[config.mk]
export PLATFORM = sky130hd
export DESIGN_NAME = rb_ram_reader
export DESIGN_NICKNAME = d
export VERILOG_FILES = /design/src/rtl/rb_pkg.sv /design/src/rtl/rb_capture.sv /design/src/rtl/rb_ram_reader.sv
export SDC_FILE = /design/constraint.sdc
export NUM_CORES = 1
export LEC_CHECK = 0
export BUFFER_PORTS_ARGS = -buffer_cell sky130_fd_sc_hd__buf_2
export CAP_MARGIN = 30
export CORE_UTILIZATION = 44
export CTS_BUF_LIST = sky130_fd_sc_hd__clkbuf_2 sky130_fd_sc_hd__clkbuf_4 sky130_fd_sc_hd__clkbuf_8
export CTS_CLUSTER_SIZE = 14
export DETAILED_ROUTE_END_ITERATION = 10
export PLACE_DENSITY = 0.76
export SLEW_MARGIN = 20
export SYNTH_ARGS = -nofsm -noshare
export SYNTH_HDL_FRONTEND = slang
export SYNTH_HIERARCHICAL = 1
export SYNTH_SLANG_ARGS = --single-unit
[constraint.sdc]
create_clock -name clk -period 3 [get_ports clk]
set_input_delay 0 -clock clk [delete_from_list [all_inputs] [get_ports clk]]
set_output_delay 0 -clock clk [all_outputs]
set_load 0.02 [all_outputs]
[src/rtl/rb_pkg.sv]
// Shared read-back / write-back definitions: burst geometry, word packing and FSM state encoding.
package rb_pkg;

  localparam int RB_ADDR_W = 8;
  localparam int RB_DATA_W = 32;
  localparam int RB_RES_W  = 18;
  localparam int RB_NWORDS = 4;

  typedef enum logic [1:0] {
    ST_IDLE  = 2'd0,
    ST_READ  = 2'd1,
    ST_DRAIN = 2'd2,
    ST_DONE  = 2'd3
  } rb_state_e;

endpackage

[src/rtl/rb_capture.sv]
// Result register bank: one RES_W slot per burst word, written by index, with a sticky
// flag for words whose upper bits do not fit the result width.
module rb_capture
  import rb_pkg::*;
#(
  parameter int DATA_W = RB_DATA_W,
  parameter int RES_W  = RB_RES_W,
  parameter int NWORDS = RB_NWORDS,
  parameter int IDX_W  = $clog2(NWORDS)
) (
  input  logic                           clk,
  input  logic                           rst,
  input  logic                           clr,
  input  logic                           wr_en,
  input  logic [IDX_W-1:0]               wr_idx,
  input  logic [DATA_W-1:0]              wr_data,
  output logic [NWORDS-1:0][RES_W-1:0]   res,
  output logic                           err
);

  logic [NWORDS-1:0][RES_W-1:0] res_q, res_d;
  logic                         err_q, err_d;

  always_comb begin
    res_d = res_q;
    err_d = err_q;
    if (clr) begin
      err_d = 1'b0;
    end
    if (wr_en) begin
      res_d[wr_idx] = wr_data[RES_W-1:0];
      if (|wr_data[DATA_W-1:RES_W]) begin
        err_d = 1'b1;
      end
    end
  end

  always_ff @(posedge clk or negedge rst) begin
    if (!rst) begin
      res_q <= '0;
      err_q <= 1'b0;
    end else begin
      res_q <= res_d;
      err_q <= err_d;
    end
  end

  assign res = res_q;
  assign err = err_q;

endmodule

[src/rtl/rb_ram_reader.sv]
// Read-back engine: bursts NWORDS words out of the result RAM into res1..res4 and
// hands them to the consumer with a valid/ack handshake.
//
// state    | meaning
// ---------+-----------------------------------------------------------
// ST_IDLE  | waiting for start; base address latched on acceptance
// ST_READ  | re_n low, one address per cycle, base+idx (wraps)
// ST_DRAIN | re_n high, last word still in flight from the RAM
// ST_DONE  | results held; valid rises, ack returns to idle
module rb_ram_reader
  import rb_pkg::*;
#(
  parameter int ADDR_W = RB_ADDR_W,
  parameter int DATA_W = RB_DATA_W,
  parameter int RES_W  = RB_RES_W,
  parameter int NWORDS = RB_NWORDS
) (
  input  logic              clk,
  input  logic              rst,
  input  logic              start,
  input  logic [ADDR_W-1:0] base_addr,
  output logic              re_n,
  output logic [ADDR_W-1:0] r_addr,
  input  logic [DATA_W-1:0] dataRAM_in,
  output logic [RES_W-1:0]  res1,
  output logic [RES_W-1:0]  res2,
  output logic [RES_W-1:0]  res3,
  output logic [RES_W-1:0]  res4,
  output logic              valid,
  input  logic              ack,
  output logic              busy,
  output logic              err
);

  localparam int IDX_W = $clog2(NWORDS);

  rb_state_e         state_q, state_d;
  logic [ADDR_W-1:0] base_q, base_d;
  logic [IDX_W-1:0]  idx_q, idx_d;
  logic              re_n_q, re_n_d;
  logic [ADDR_W-1:0] r_addr_q, r_addr_d;
  logic              valid_q, valid_d;
  logic              busy_q, busy_d;
  logic              rd_pend_q, rd_pend_d;
  logic [IDX_W-1:0]  cap_idx_q, cap_idx_d;
  logic              clr_err;

  logic [NWORDS-1:0][RES_W-1:0] res_bank;

  always_comb begin
    state_d  = state_q;
    base_d   = base_q;
    idx_d    = idx_q;
    re_n_d   = re_n_q;
    r_addr_d = r_addr_q;
    valid_d  = valid_q;
    busy_d   = busy_q;
    clr_err  = 1'b0;
    // The RAM samples the address at the edge after it is issued; data is captured one edge later.
    rd_pend_d = ~re_n_q;
    cap_idx_d = idx_q;

    case (state_q)
      ST_IDLE: begin
        if (start) begin
          state_d  = ST_READ;
          base_d   = base_addr;
          idx_d    = '0;
          re_n_d   = 1'b0;
          r_addr_d = base_addr;
          busy_d   = 1'b1;
          clr_err  = 1'b1;
        end
      end
      ST_READ: begin
        if (idx_q == IDX_W'(NWORDS - 1)) begin
          state_d = ST_DRAIN;
          re_n_d  = 1'b1;
        end else begin
          idx_d    = idx_q + 1'b1;
          r_addr_d = base_q + ADDR_W'(idx_q) + ADDR_W'(1);
        end
      end
      ST_DRAIN: begin
        state_d = ST_DONE;
      end
      ST_DONE: begin
        if (valid_q && ack) begin
          state_d = ST_IDLE;
          valid_d = 1'b0;
          busy_d  = 1'b0;
        end else begin
          valid_d = 1'b1;
        end
      end
      default: begin
        state_d = ST_IDLE;
      end
    endcase
  end

  always_ff @(posedge clk or negedge rst) begin
    if (!rst) begin
      state_q   <= ST_IDLE;
      base_q    <= '0;
      idx_q     <= '0;
      re_n_q    <= 1'b1;
      r_addr_q  <= '0;
      valid_q   <= 1'b0;
      busy_q    <= 1'b0;
      rd_pend_q <= 1'b0;
      cap_idx_q <= '0;
    end else begin
      state_q   <= state_d;
      base_q    <= base_d;
      idx_q     <= idx_d;
      re_n_q    <= re_n_d;
      r_addr_q  <= r_addr_d;
      valid_q   <= valid_d;
      busy_q    <= busy_d;
      rd_pend_q <= rd_pend_d;
      cap_idx_q <= cap_idx_d;
    end
  end

  rb_capture #(
    .DATA_W (DATA_W),
    .RES_W  (RES_W),
    .NWORDS (NWORDS),
    .IDX_W  (IDX_W)
  ) u_capture (
    .clk     (clk),
    .rst     (rst),
    .clr     (clr_err),
    .wr_en   (rd_pend_q),
    .wr_idx  (cap_idx_q),
    .wr_data (dataRAM_in),
    .res     (res_bank),
    .err     (err)
  );

  assign re_n   = re_n_q;
  assign r_addr = r_addr_q;
  assign valid  = valid_q;
  assign busy   = busy_q;
  assign res1   = res_bank[0];
  assign res2   = res_bank[1];
  assign res3   = res_bank[2];
  assign res4   = res_bank[3];

endmodule
==> summary.md <==
| Metric | Value |
|---|---|
| Worst Path Max Fanout | 16 |
| RePlAce Congestion | 0.820 |
| Post-layout min period | 1.96 ns |
| Slowest stage delay, CP | 0.55 ns |
| Share of layout cells above drive strength 1 | 0.512 |
| All-Layer GR Usage | 0.188 |
| ANT cells | 0 |
| Final Cycle Share | 0.652 |
| CTS tree | done |
| Slowest stage cell, crit path | ha_1 |
| Power density cells | 1170 nW/um2 |
| DRT antenna net count | 0 |
| Total CTS buffers | 9 |
| CTS Root Cell | clkbuf_8 |
| Hold path cells | 3 |
| Post-synth cell types | 40 |
| Routed wire length | 8830 um |
| DP Worst Slack | 1.05 ns |
| Final Max Slew Viols | 0 |
| Core area | 9200 um2 |
| Count of final hold-check violations | 0 |
| WS Path Type | reg2reg |
| Number of flops mapped to enable cells by yosys | 0 |
| Syn_area_per_cell | 14.3 um2 |
| Initial Util | 0.451 |
| First-pass GRT wire length | 14400 um |
| Post-synth ARST share | 1.00 |
| Hpwl dp | 6060 um |
| MaxCap Viol Count | 0 |
| Worst slew margin | 0.510 |
| RR Startpoint | state_q[1] |
| Pin count of the biggest net entering global routing | 75 |
| Initial drt markers | 103 |
| DRC | 0 |
| Width of the die | 99.1 um |
| Initial antenna violation count | 0 |
| Main synth FF type | dfrtp_1 |
| IO Port Bufs | 127 |
| Pre-Repair DR Iteration Count | 6 |
| FF-to-FF path depth | 6 |
| Run status | finished, final reports clean |
| Vias in the first global route | 2990 |
| Row cnt | 35 |
| Clk Latency, worst-skew pair | 0.35 ns |
| Setup violations, final | 0 |
| Post-layout util | 0.588 |
| Synth Warn # | 6 |
| Die height | 99.1 um |
| # IOs | 128 |
| Post-Syn Instances | 291 |
| Peak supply drop | 0.506 mV |
| Final clock skew | 0.0104 ns |
| Area Overhead vs Synth | 30.4% |
| Max Freq | 511 MHz |
| Clk pin slew, worst setup/hold paths | 0.09 ns |
| Clk sinks | 99 |
| Critical Path End Type | flop |
| Via count | 2855 |
| Synthesized area | 4150 um2 |
| Terminus of the critical flop-to-flop path | r_addr[5] |
| Nets | 508 |
| Hold Startpoint | start |
| Total gr overflow | 0 |
| H-tree Lvls | 3 |
| Seq cells post-synth | 99 |
| Setup_tns | 0 ns |
| Sequential fraction of the synthesis area | 0.597 |
| WL/cell | 15.5 um |
| Post-cts resize count | 0 |
| Worst path arrival time | 2.21 ns |
| Drt via density | 5.01 |
| RSZ-0062 raised after global routing | false |
| Net count after synthesis | 344 |
| R2r setup slk | 1.04 ns |
| # fillers | 737 |
| Static Leak | 2.55 nW |
| Buffer depth of the longest clock path | 2 |
| Die footprint | 9820 um2 |
| Crit path cell chain | inv_1 > ha_1 > nand2_1 > o211ai_1 > nand2_1 > o211ai_1 |
| Worst hold path class | in2reg |
| Hold EP | base_q[7] |
| Crit path required time | 3.25 ns |
| Setup repair bufs after CTS | 0 |
| Critical Path Start Type | flop |
| CTS Hold Bufs | 31 |
| Slew @ Worst Pin | 0.733 ns |
| Slack of the critical path | 1.04 ns |
## area by class of cell
class                   instances  area [um2]  area share
flip-flops and latches         99        2480       0.458
multi-input cells             171        1560       0.288
repair buffers                162         991       0.183
well taps                     111         139      0.0257
clock buffers                  10         138      0.0254
clock inverters                 5        60.1      0.0111
inverters                      12        45.0     0.00832
## Yosys cell counts, drive strengths merged, types with 2 or more instances
cell type | n | area, um2
a21o | 2 | 15.0
a21oi | 4 | 20.0
a22o | 2 | 17.5
buf | 9 | 71.3
dfrtp | 98 | 2450
ha | 8 | 100
inv | 12 | 45.0
mux2 | 79 | 890
mux2i | 5 | 50.1
nand2 | 19 | 73.8
nand2b | 2 | 20.0
nand3 | 2 | 15.0
nand3b | 3 | 30.0
nand4b | 3 | 26.3
nor2 | 5 | 21.3
nor2b | 2 | 12.5
nor4 | 3 | 18.8
o211ai | 4 | 30.0
o21ai | 12 | 60.1
xnor2 | 4 | 35.0
xor2 | 2 | 17.5
## report_power, final
part           internal (mW)  leakage (nW)  switching [mW]
sequential              2.01          1.16           0.389
clock                  0.409        0.0992           0.442
combinational           1.36          1.29            1.71
total                   3.77          2.55            2.54
## layer usage
layer	part of all wire	track usage
met1	0.44	0.237
met5	0	0
met4	0.014	0.0690
met2	0.50	0.330
met3	0.040	0.0302
## critical path: cells and delay by family, from the launching register on
| kind | cells | cell delay (ns) |
|---|---|---|
| simple gates | 2 | 0.28 |
| fa+ha+maj | 1 | 0.55 |
| compound gates | 2 | 0.50 |
| flops | 1 | 0.42 |
| buf+inv | 1 | 0.11 |
## state kept, by name, summed over array words and instances, names as in the netlist
register and cells:
u_capture/res 72, base_q 8, r_addr 8, cap_idx_d 2, cap_idx_q 2, state_q 2, busy 1, rd_pend_q 1
re_n 1, u_capture/err 1, valid 1
## how the worst max path moves through the flow
stage	from	cells past startpoint	end	slack (ns)
finish	state_q[1]	6	r_addr[5]	1.04
global route	state_q[1]	5	r_addr[1]	0.83
CTS	state_q[1]	5	r_addr[1]	1.05
detailed placement	state_q[1]	5	r_addr[0]	1.05
global placement	state_q[1]	5	r_addr[4]	1.14
floorplan	cap_idx_d[0]	7	r_addr[6]	1.30
## cell usage in the layout, fill, tap and decap left out, drive strengths merged
cell type,Yosys,routed
buf,9,131
dfrtp,98,98
mux2,79,79
dlygate4sd3,0,31
nand2,19,19
inv,12,14
o21ai,12,12
clkbuf,0,10
ha,8,8
mux2i,5,5
nor2,5,5
xnor2,4,4
o211ai,4,4
a21oi,4,4
nand4b,3,3
nor4,3,3
nand3b,3,3
nor2b,2,2
xor2,2,2
a21o,2,2
a22o,2,2
nand2b,2,2
nand3,2,2
and2b,1,1
and3,1,1
a2bb2oi,1,1
a32oi,1,1
o2111ai,1,1
a221o,1,1
nor3,1,1
fa,1,1
bufinv,0,1
clkinv,0,1
clkinvlp,0,1
dfstp,1,1
nand4,1,1
nor3b,1,1
## kinds of logic after synthesis
| family | after synthesis | share of synthesized area |
|---|---|---|
| DFF | 99 | 0.597 |
| xor gates and xnor gates | 6 | 0.0127 |
| adders and majority gates | 9 | 0.0289 |
| and+or+nand+nor | 44 | 0.0621 |
| AOI/OAI and AO/OA | 28 | 0.0446 |
| buffers and inverters | 21 | 0.0280 |
| muxes | 84 | 0.226 |
## through the flow
stage               instance area [um2]  hold WS, ns  power (mW)  std cells
detailed placement                 4880        0.197        5.48        523
CTS                                5390      0.00822        6.37        569
global placement                   4880        0.184        5.36        523
finish                             5410       0.0321        6.31        570
global route                       5410       0.0282        6.75        570
floorplan                          4150       -0.296        4.54        291
Power figures use the tool's default switching activity.
